## config.mk

```make
export PLATFORM = sky130hd
export DESIGN_NAME = fetch_unit
export DESIGN_NICKNAME = d
export VERILOG_FILES = /design/src/rtl/fetch_unit.sv
export SDC_FILE = /design/constraint.sdc
export NUM_CORES = 1
export LEC_CHECK = 0
export BUFFER_PORTS_ARGS = -buffer_cell sky130_fd_sc_hd__buf_2
export CAP_MARGIN = 20
export CORE_ASPECT_RATIO = 1.5
export CORE_MARGIN = 8
export CORE_UTILIZATION = 30
export DETAILED_ROUTE_END_ITERATION = 10
export HOLD_SLACK_MARGIN = 0.03
export PLACE_DENSITY_LB_ADDON = 0.25
export RECOVER_POWER = 50
export SYNTH_ARGS = -nofsm -noshare
export SYNTH_HDL_FRONTEND = slang
export SYNTH_SLANG_ARGS = --single-unit
```

## constraint.sdc

```tcl
create_clock -name clk -period 11.24 [get_ports clk]
set_clock_uncertainty 0.2 [all_clocks]
set_input_delay 3.372 -clock clk [delete_from_list [all_inputs] [get_ports clk]]
set_output_delay 3.372 -clock clk [all_outputs]
set_load 0.05 [all_outputs]
```

## src/rtl/fetch_unit.sv

```systemverilog
// fetch_unit: owns the PC, issues fixed-latency imem reads and buffers the returned
// words in a 2-entry FIFO for decode; halts on an all-zero word, redirect flushes and restarts.
module fetch_unit #(
    parameter logic [31:0] RESET_PC   = 32'h0000_0000,
    parameter int          FIFO_DEPTH = 2
) (
    input  logic        clk,
    input  logic        rst,
    output logic        imem_req,
    output logic [31:0] imem_addr,
    input  logic [31:0] imem_rdata,
    input  logic        redirect_valid,
    input  logic [31:0] redirect_pc,
    output logic        out_valid,
    input  logic        out_ready,
    output logic [31:0] out_instruction,
    output logic [31:0] out_pc,
    output logic        halted
);
    typedef enum logic {RUN, HALT} state_t;
    state_t      r_state, w_state_nxt;
    logic [31:0] r_pc, r_req_addr;
    logic        r_inflight;
    logic [1:0]  r_count;
    logic [31:0] r_ins [FIFO_DEPTH];
    logic [31:0] r_pcs [FIFO_DEPTH];
    logic        w_pop, w_zero, w_enq, w_wr;
    logic [2:0]  w_credit;
    always_comb begin
        w_pop       = out_valid && out_ready && !redirect_valid;
        w_zero      = r_inflight && (imem_rdata == 32'h0);
        w_enq       = r_inflight && !redirect_valid;
        w_wr        = r_count[1] | (r_count[0] & !w_pop);
        // slots already owned by buffered or inflight words, minus the one leaving now
        w_credit    = {1'b0, r_count} + {2'b0, r_inflight} - {2'b0, out_valid && out_ready};
        imem_req    = !rst && r_state == RUN && !redirect_valid && !w_zero && w_credit < 3'd2;
        w_state_nxt = redirect_valid ? RUN : w_enq && w_zero ? HALT : r_state;
    end
    assign imem_addr       = r_pc;
    assign out_valid       = r_count != 2'd0;
    assign out_instruction = out_valid ? r_ins[0] : 32'h0;
    assign out_pc          = out_valid ? r_pcs[0] : 32'h0;
    assign halted          = r_state == HALT;
    always_ff @(posedge clk) begin
        if (rst) r_state <= RUN;
        else     r_state <= w_state_nxt;
    end
    always_ff @(posedge clk) begin
        if (rst || redirect_valid) begin
            r_pc       <= rst ? RESET_PC : redirect_pc & ~32'd3;
            r_count    <= 2'd0;
            r_inflight <= 1'b0;
        end else begin
            r_count    <= r_count - {1'b0, w_pop} + {1'b0, w_enq};
            r_inflight <= imem_req;
            if (imem_req) begin
                r_pc       <= r_pc + 32'd4;
                r_req_addr <= r_pc;
            end
        end
    end
    always_ff @(posedge clk) begin
        assert (rst || !(w_enq && !w_pop && r_count == 2'(FIFO_DEPTH)));
        if (w_pop) begin
            r_ins[0] <= r_ins[1];
            r_pcs[0] <= r_pcs[1];
        end
        if (w_enq) begin
            r_ins[w_wr] <= imem_rdata;
            r_pcs[w_wr] <= r_req_addr;
        end
    end
endmodule

```

==> summary.md, run 1 <==
| Metric | Value |
|---|---|
| Predominant post-synthesis flop cell | `edfxtp_1` |
| Final worst setup slack | `2.42 ns` |
| Final Wtd Congestion | `0.750` |
| Vias per cell | `4.69` |
| Outcome | `complete, but fails checks` |
| CP Data Required Time | `11.12 ns` |
| Worst hold slack | `0.251 ns` |
| Mean Syn Cell Area | `14.9 sq um` |
| Synthesis-stage register bit count | `188` |
| Post-Route WL | `18700 microns` |
| Worst slack at placement | `2.29 ns` |
| Clock latency on the worst-skew pair | `0.43 ns` |
| Slew Viols, Final | `144` |
| Die area | `32600 sq um` |
| Cell variety after synth | `43` |
| DR WL/cell | `17.9 microns` |
| Headroom to the max-slew limit | `-74.3%` |
| Clk pwr share | `37.7%` |
| I/O Pins | `167` |
| # hold bufs at CTS | `0` |
| Comb pwr share | `9.3%` |
| FF-to-FF setup slack | `6.51 ns` |
| Dpl cell area | `9230 sq um` |
| Failing checks | `max-capacitance violations, max-slew violations` |
| Global Route Usage Sum | `11.7%` |
| Class of the most critical hold timing path | `flop to flop` |
| Peak supply drop | `0.103 mV` |
| GRT overflow | `0` |
| First DRT Iteration DRCs | `117` |
| Top cells by area, synth | `edfxtp_1 (68%), mux2_2 (8.6%), and2_1 (5.0%), nor2_1 (1.7%), a311oi_1 (1.2%)` |
| PortBufs | `160` |
| CTS tree | `built` |
| Area share of the largest cell type after synthesis | `68.4%` |
| Postcts setup bufs | `0` |
| Rows | `73` |
| HPWL after detailed placement | `13500 microns` |
| Worst-margin pin slew | `2.60 ns` |
| F_max | `0.113 GHz` |
| Critical path type | `primary input to flop` |
| Yosys top cell by area | `edfxtp_1` |
| Cts repair resizes | `0` |
| Final hold violations | `0` |
| Seq/Total Area, Yosys | `69.3%` |
| RSZ-0062 raised after global routing | `no` |
| Worst-path fanout max | `48` |
| Initial antenna violation count | `0` |
| Longest Clk Path Bufs | `2` |
| H-Tree Level Count | `4` |
| Layout cell share with drive strength beyond 1 | `28.2%` |
| Seq pwr share | `52.9%` |
| N_diodes | `0` |
| Root buffer cell | `clkbuf_16` |
| Syn-to-layout area delta | `20.2%` |
| DRC violations left | `0` |
| CTS Buf Count | `17` |
| TritonRoute pass-1 iters | `4` |
| Pin count of the biggest net entering global routing | `65` |
| Post-route ant nets | `0` |
| Post-synth top cells | `edfxtp_1 (184), and2_1 (65), mux2_2 (62)` |
| Sw frac | `26.1%` |
| Count leader, synth | `edfxtp_1` |
| Cell area after layout | `9720 sq um` |
| Synthesized area | `8080 sq um` |
| Worst setup EP type | `flop` |
| Crit path DAT | `8.70 ns` |
| Vias | `4907` |
| Worst setup SP type | `primary input` |
| Yosys Warn Count | `0` |
| NumNets Final | `770` |
| Chip width | `150 microns` |
| Final setup TNS | `0 ns` |
| Reg clk slew, reported paths | `0.07 ns` |
| # Max-Cap Violations | `4` |
| Core area | `26500 sq um` |
| Tmin final | `8.82 ns` |
| Syn Inst Count | `543` |
| Initial Utilization | `30.5%` |
| # clock sinks | `188` |
| Pwr dens | `161 nW/um^2` |
| Core Util, Final | `36.7%` |
| Final Setup Violations | `0` |
| Pleak | `3.45 nW` |
| Via count of the first global-routing pass | `5221` |
| Period utilisation layout | `78.5%` |
| First-pass GRT wire length | `29200 microns` |
| Async set or reset register ratio after synthesis | `0%` |
| Switching power | `0.407 mW` |
| Cell-internal power | `1.15 mW` |
| Die Span Y | `217 microns` |
| Post-synth EDFFs | `184` |
## routing by layer
layer / track usage, % / vias up / routed length (microns)
li1: - / 2369 / -
met3: 3.43 / 18 / 1050
met4: 4.41 / 0 / 289
met5: 0 / - / 0
met2: 21.1 / 134 / 9970
met1: 12.6 / 2386 / 7440
## state kept, by name, summed over array words and instances (netlist names)
name / flops
halted: 1
imem_addr: 30
r_count: 2
r_inflight: 1
r_ins: 64
r_pcs: 60
r_req_addr: 30
## kinds of logic after synthesis
kind of cell,count (synthesis),share of synthesized area [%]
simple gates,174,12.3
other cells,1,0.0464
fa+ha+maj,5,0.867
mux,63,8.76
xor+xnor,14,1.52
compound gates,52,4.74
flops,188,69.3
buf+inv,46,2.41
## worst max-delay path, stage by stage
cell      delay, ns
clkbuf_1       0.41
inv_1          0.14
clkbuf_1       1.53
nand2_1        0.48
nor2_1         2.08
buf_4          0.64
## final cells by class
class / count / area (sq um)
clock buffers: 17 / 425
repair buffers: 166 / 758
clock inverters: 15 / 158
flip-flops and latches: 188 / 5610
well taps: 337 / 422
multi-input cells: 312 / 2300
fillers: 2614 / 16800
inverters: 12 / 45.0
## power groups by stage
stage	registers, mW	clock network (mW)	logic [mW]
global route	0.830	0.638	0.157
global placement	0.840	0	0.151
detailed placement	0.841	0	0.153
finish	0.826	0.589	0.146
CTS	0.825	0.610	0.154
floorplan	0.872	0	0.0688
## final timing paths
kind                                      from        endpoint  depth (start not counted)
worst min register to register  r_req_addr[28]    r_pcs[1][28]                          0
worst max register to register      r_count[1]  r_req_addr[28]                         10
worst min-delay path            r_req_addr[28]    r_pcs[1][28]                          0
worst max-delay path            redirect_valid    r_ins[1][16]                          6
## cell usage in the layout, fill, tap and decap left out, types with 2 or more instances in the layout
cell type	synthesis	routed
a211oi_1	12	12
o21ai_0	6	5
edfxtp_1	184	184
nor4_1	8	8
inv_8	0	3
or2_2	4	3
o31a_1	2	2
and2_1	65	64
nand2_1	14	14
and4_1	6	6
a21oi_1	6	6
clkbuf_16	0	17
a221oi_1	3	3
inv_6	0	3
buf_4	4	4
mux2_2	62	62
clkinv_4	0	4
nor3_1	2	2
nand4_1	10	10
buf_2	6	96
nor2_1	36	36
clkbuf_1	22	66
xnor2_1	3	3
o31ai_1	9	9
or3_1	4	4
conb_1	1	4
or4_1	10	10
inv_1	12	12
xor2_1	11	11
dfxtp_1	4	4
nand3_1	7	7
a311oi_1	11	11
ha_1	4	4
## per-stage QoR
step,power (mW),std cells
finish,1.56,1047
global route,1.63,1047
CTS,1.59,1047
detailed placement,0.994,1015
global placement,0.991,1015
floorplan,0.941,546
Note: power is estimated with default switching activity, not from simulation.
==> run 2, diff against run 1 <==
==> constraint.sdc (replaced) <==
create_clock -name clk -period 7.7 [get_ports clk]
set_clock_uncertainty 0.2 [all_clocks]
set_input_delay 2.31 -clock clk [delete_from_list [all_inputs] [get_ports clk]]
set_output_delay 2.31 -clock clk [all_outputs]
set_load 0.05 [all_outputs]
==> run 2 against run 1 <==
The flow still finishes with violations (max-capacitance violations, max-slew violations). Core utilization grew 0.11 points. Register-to-register slack got worse by 3.5 ns. First-iteration DRC count grew 83%. Global-route usage increased by 0.24 points. Hold slack about the same. Cell count is essentially flat. Sequential power increased by 46%. Critical path type is now primary input to primary output. Critical endpoint is now imem_req.
==> summary.md, run 2 (synthesized netlist as in run 1, its figures left out) <==
| Metric | Value |
|---|---|
| Commonest non-fill, non-tap cell in the layout | `edfxtp_1` |
| Worst-path fanout max | `4` |
| Vias per cell | `4.71` |
| I/O Pins | `167` |
| # hold bufs at CTS | `0` |
| Post-Route WL | `18900 microns` |
| Pleak | `3.44 nW` |
| Peak supply drop | `0.143 mV` |
| Layout cell share with drive strength beyond 1 | `28.6%` |
| Die Span Y | `217 microns` |
| Post-route ant nets | `0` |
| Final hold violations | `0` |
| Cts repair resizes | `0` |
| Via count of the first global-routing pass | `5380` |
| Tmin final | `6.72 ns` |
| # Max-Cap Violations | `2` |
| DR top layer | `met4` |
| Root buffer cell | `clkbuf_16` |
| Initial antenna violation count | `0` |
| Worst setup SP type | `primary input` |
| Final setup TNS | `0 ns` |
| Longest Clk Path Bufs | `2` |
| Rows | `73` |
| # clock sinks | `188` |
| Core Util, Final | `36.8%` |
| TritonRoute pass-1 iters | `4` |
| Most frequent cells in the layout | `edfxtp_1 (184), buf_2 (95), clkbuf_1 (67)` |
| CTS tree | `built` |
| F_max | `0.149 GHz` |
| Cell area after layout | `9750 sq um` |
| Total Power | `2.29 mW` |
| Postcts setup bufs | `0` |
| First-pass GRT wire length | `29800 microns` |
| Worst setup EP type | `primary output` |
| N_diodes | `0` |
| NumNets Final | `771` |
| Worst hold slack | `0.251 ns` |
| Critical path type | `primary input to primary output` |
| Dpl cell area | `9230 sq um` |
| Headroom to the max-slew limit | `-39.0%` |
| Pwr dens | `235 nW/um^2` |
| DRC violations left | `0` |
| WL met1 | `7680 microns` |
| Clock latency on the worst-skew pair | `0.43 ns` |
| Met2 wire len | `9970 microns` |
| Core area | `26500 sq um` |
| Chip width | `150 microns` |
| Max reg flops | `64` |
| Final Setup Violations | `0` |
| GRT overflow | `0` |
| Worst-margin pin slew | `2.08 ns` |
| Final Wtd Congestion | `0.735` |
| Slew Viols, Final | `80` |
| Pin count of the biggest net entering global routing | `65` |
| DR WL/cell | `18.0 microns` |
| HPWL after detailed placement | `13500 microns` |
| CTS Buf Count | `17` |
| PortBufs | `160` |
| Class of the most critical hold timing path | `flop to flop` |
| Most flop-heavy register | `r_ins` |
| Outcome | `complete, but fails checks` |
| Crit path DAT | `4.21 ns` |
| Die area | `32600 sq um` |
| Failing checks | `max-capacitance violations, max-slew violations` |
| First DRT Iteration DRCs | `214` |
| Syn-to-layout area delta | `20.6%` |
| Largest registers | `r_ins (64), r_pcs (60)` |
| Period utilisation layout | `87.3%` |
| Met3 Wirelength | `1100 microns` |
| RSZ-0062 raised after global routing | `no` |
| Vias | `4938` |
| H-Tree Level Count | `4` |
| Reg clk slew, reported paths | `0.07 ns` |
| Global Route Usage Sum | `11.9%` |
| Initial Utilization | `30.5%` |
| CP Data Required Time | `5.19 ns` |
-- run 2: changes by cell type in the layout (fill, tap and decap cells not counted), sizes merged --
cell and delta:
clkbuf +1, clkinv -3, clkinvlp +4, inv -1
-- run 2: final cells by class --
class	count	area (sq um)
Tap cell	337	422
Clock inverter	15	158
Multi-Input combinational cell	312	2310
Timing Repair Buffer	167	777
Inverter	12	45.0
Fill cell	2630	16700
Sequential cell	188	5610
Clock buffer	17	425
-- run 2: worst max-delay path, stage by stage --
cell and delay (ns):
clkbuf_1 0.09, nand2_1 0.08, inv_1 0.06, ha_1 0.26
nand2b_1 0.15, fa_1 0.38, xnor2_1 0.14, nand4b_1 0.24
nor2_1 0.22, buf_2 0.29
-- run 2: report_power, final --
| part | internal [mW] | leakage [nW] | switching [mW] |
|---|---|---|---|
| sequential | 1.17 | 1.78 | 0.0343 |
| clock | 0.457 | 0.271 | 0.409 |
| combinational | 0.0552 | 1.39 | 0.159 |
| total | 1.68 | 3.44 | 0.603 |
-- run 2: final timing paths --
path / startpoint / endpoint / slack, ns / cells past startpoint
setup / recovery: out_ready / imem_req / 0.98 / 10
hold / removal: r_req_addr[27] / r_pcs[1][27] / 0.25 / 0
setup reg to reg: r_count[1] / r_req_addr[26] / 2.97 / 10
hold reg to reg: r_req_addr[27] / r_pcs[1][27] / 0.25 / 0
-- run 2: layer usage --
| layer | GRT usage [%] | up-vias |
|---|---|---|
| li1 | - | 2367 |
| met1 | 13.1 | 2434 |
| met2 | 21.5 | 128 |
| met3 | 3.32 | 9 |
| met4 | 4.21 | 0 |
| met5 | 0 | - |
-- run 2: metrics by stage --
stage | instances | worst slack [ns]
CTS | 1047 | 0.891
global placement | 1015 | 0.923
detailed placement | 1015 | 0.902
global route | 1048 | 0.676
finish | 1048 | 0.976
floorplan | 546 | 1.03
==> run 3, diff against run 2 <==
--- a/config.mk
+++ b/config.mk
@@ -9,7 +9,7 @@
 export CAP_MARGIN = 20
 export CORE_ASPECT_RATIO = 1.5
 export CORE_MARGIN = 8
-export CORE_UTILIZATION = 30
+export CORE_UTILIZATION = 49
 export DETAILED_ROUTE_END_ITERATION = 10
 export HOLD_SLACK_MARGIN = 0.03
 export PLACE_DENSITY_LB_ADDON = 0.25
==> run 3 against run 2 <==
The flow still finishes with violations (max-capacitance violations, max-slew violations). Final area fell by 1.8%. Setup slack got worse by 0.10 ns. Cell count decreased by 13%. Global-route usage is 4.2 points higher. Largest power group unchanged. First-iteration DRC count up 55%. Largest cell class unchanged. Power rose by 0.31%. Critical path depth unchanged. Hold slack worse by 0.00051 ns. Non-clock buffer count down 1. Critical endpoint unchanged. Clock power up 0.9%. Clock-buffer cell count did not move.
==> summary.md, run 3 (synthesized netlist as in run 1, its figures left out) <==
| Metric | Value |
|---|---|
| Clock latency on the worst-skew pair | `0.42 ns` |
| Worst slack at placement | `0.918 ns` |
| Die area | `20900 sq um` |
| Worst-path fanout max | `4` |
| N_diodes | `0` |
| Post-Layout Cell Count | `916` |
| GR met1 Demand/Resource | `19.5%` |
| Class of the most critical hold timing path | `flop to flop` |
| Initial antenna violation count | `0` |
| CP Data Required Time | `5.19 ns` |
| Vias per cell | `5.49` |
| Initial Utilization | `49.9%` |
| PortBufs | `160` |
| Vias | `5029` |
| Reg2reg path depth | `5` |
| Reg clk slew, reported paths | `0.06 ns` |
| CTS tree | `built` |
| Final worst setup slack | `0.872 ns` |
| Slew Viols, Final | `174` |
| Placed insts | `884` |
| Most frequent cells in the layout | `edfxtp_1 (184), buf_2 (95), clkbuf_1 (67)` |
| First-pass GRT wire length | `27000 microns` |
| Pwr dens | `240 nW/um^2` |
| Rows | `57` |
| Worst setup SP type | `primary input` |
| Via count of the first global-routing pass | `5225` |
| # hold bufs at CTS | `0` |
| Cts repair resizes | `0` |
| RSZ-0062 raised after global routing | `no` |
| Final hold violations | `0` |
| End of the critical path | `imem_req` |
| Final Setup Violations | `0` |
| F_max | `0.146 GHz` |
| Max reg flops | `64` |
| Global Route Usage Sum | `16.2%` |
| Critical path type | `primary input to primary output` |
| Final setup TNS | `0 ns` |
| Post-Route WL | `16800 microns` |
| Worst-margin pin slew | `3.42 ns` |
| I/O Pins | `167` |
| Pin count of the biggest net entering global routing | `65` |
| Postcts setup bufs | `0` |
| Largest registers | `r_ins (64), r_pcs (60)` |
| Root buffer cell | `clkbuf_16` |
| Chip width | `121 microns` |
| WP buf/inv | `3` |
| Failing checks | `max-capacitance violations, max-slew violations` |
| H-Tree Level Count | `4` |
| Core area | `16200 sq um` |
| FF-to-FF setup slack | `3.39 ns` |
| HPWL after detailed placement | `11800 microns` |
| Critical path's top delay family | `simple AND/OR/NAND/NOR gates` |
| Worst setup EP type | `primary output` |
| Final Wtd Congestion | `0.826` |
| Crit path DAT | `4.32 ns` |
| Longest Clk Path Bufs | `2` |
| First DRT Iteration DRCs | `331` |
| Reg2reg end | `r_pcs[0][20]` |
| Routing usage on met3 | `3.75%` |
| Period utilisation layout | `88.7%` |
| Worst r2r src | `r_count[1]` |
| Syn-to-layout area delta | `18.5%` |
| Max incr delay on CP | `0.38 ns` |
| Headroom to the max-slew limit | `-128%` |
| # clock sinks | `188` |
| Fillers | `1341` |
| Pleak | `3.45 nW` |
| CP max-delay cell | `fa_1` |
| Commonest non-fill, non-tap cell in the layout | `edfxtp_1` |
| Outcome | `complete, but fails checks` |
| Tmin final | `6.83 ns` |
| DRC violations left | `0` |
| CTS Buf Count | `17` |
| Crit-path cells | `clkbuf_1 -> nand2_1 -> inv_1 -> ha_1 -> nand2b_1 -> fa_1 -> xnor2_1 -> nand4b_1 -> nor2_1 -> buf_2` |
| Peak supply drop | `0.144 mV` |
| GR peak layer | `met2` |
| DR WL/cell | `18.3 microns` |
| Worst setup startpoint | `out_ready` |
| Global Route met2 Usage | `27.2%` |
| Die Span Y | `173 microns` |
| Post-route ant nets | `0` |
| Most flop-heavy register | `r_ins` |
| GRT overflow | `0` |
| Layout cell share with drive strength beyond 1 | `28.3%` |
| NumNets Final | `770` |
| TritonRoute pass-1 iters | `5` |
| Core Util, Final | `59.1%` |
| Crit path depth | `10` |
| # Max-Cap Violations | `4` |
-- run 3: cell types whose count changed in the layout (fill, tap and decap cells not counted) --
cell        delta
clkinvlp_4     -3
clkinv_8       +2
nor2_4         -1
inv_6          +3
buf_12         -1
nor2_1         +1
clkinv_4       -2
-- run 3: final cells by class --
| cell class | count | area [sq um] | share of cell area, % |
|---|---|---|---|
| timing repair buffer | 166 | 757 | 7.91 |
| clock buffer | 17 | 425 | 4.44 |
| multi-input combinational | 312 | 2310 | 24.1 |
| clock inverter | 15 | 176 | 1.84 |
| tap | 206 | 258 | 2.69 |
| sequential | 188 | 5610 | 58.5 |
| inverter | 12 | 45.0 | 0.470 |
-- run 3: worst min path at each step --
| stage | cells after the start | slack, ns | end | from |
|---|---|---|---|---|
| 6_report | 0 | 0.25 | r_pcs[1][30] | r_req_addr[30] |
| 2_1_floorplan | 0 | 0.22 | r_pcs[1][10] | r_req_addr[10] |
| 3_3_place_gp | 0 | 0.23 | r_pcs[1][25] | r_req_addr[25] |
| 3_5_place_dp | 0 | 0.23 | r_pcs[1][19] | r_req_addr[19] |
| 5_1_grt | 0 | 0.26 | r_pcs[1][30] | r_req_addr[30] |
| 4_1_cts | 0 | 0.26 | r_pcs[1][28] | r_req_addr[28] |
-- run 3: layer usage --
metal,up-vias,part of all wire (%)
met5,-,0
li1,2365,-
met4,0,1.3
met2,228,51
met3,19,7.2
met1,2417,41
-- run 3: worst reg2reg max path: cells and delay by family (launching register included) --
kind,cells,cell delay (ns)
and+or+nand+nor,4,2.66
buffers and inverters,1,0.62
DFF,1,0.46
-- run 3: stage by stage --
step                hold slack (ns)  power [mW]  instance area (sq um)
floorplan                     0.220        1.37                   8090
global placement              0.232        1.44                   9070
detailed placement            0.232        1.45                   9070
CTS                           0.256        2.32                   9670
global route                  0.263        2.37                   9570
finish                        0.250        2.29                   9570
-- run 3: power breakdown --
part	switching (mW)	internal (mW)
combinational	0.156	0.0564
sequential	0.0360	1.17
clock	0.408	0.466
total	0.600	1.69
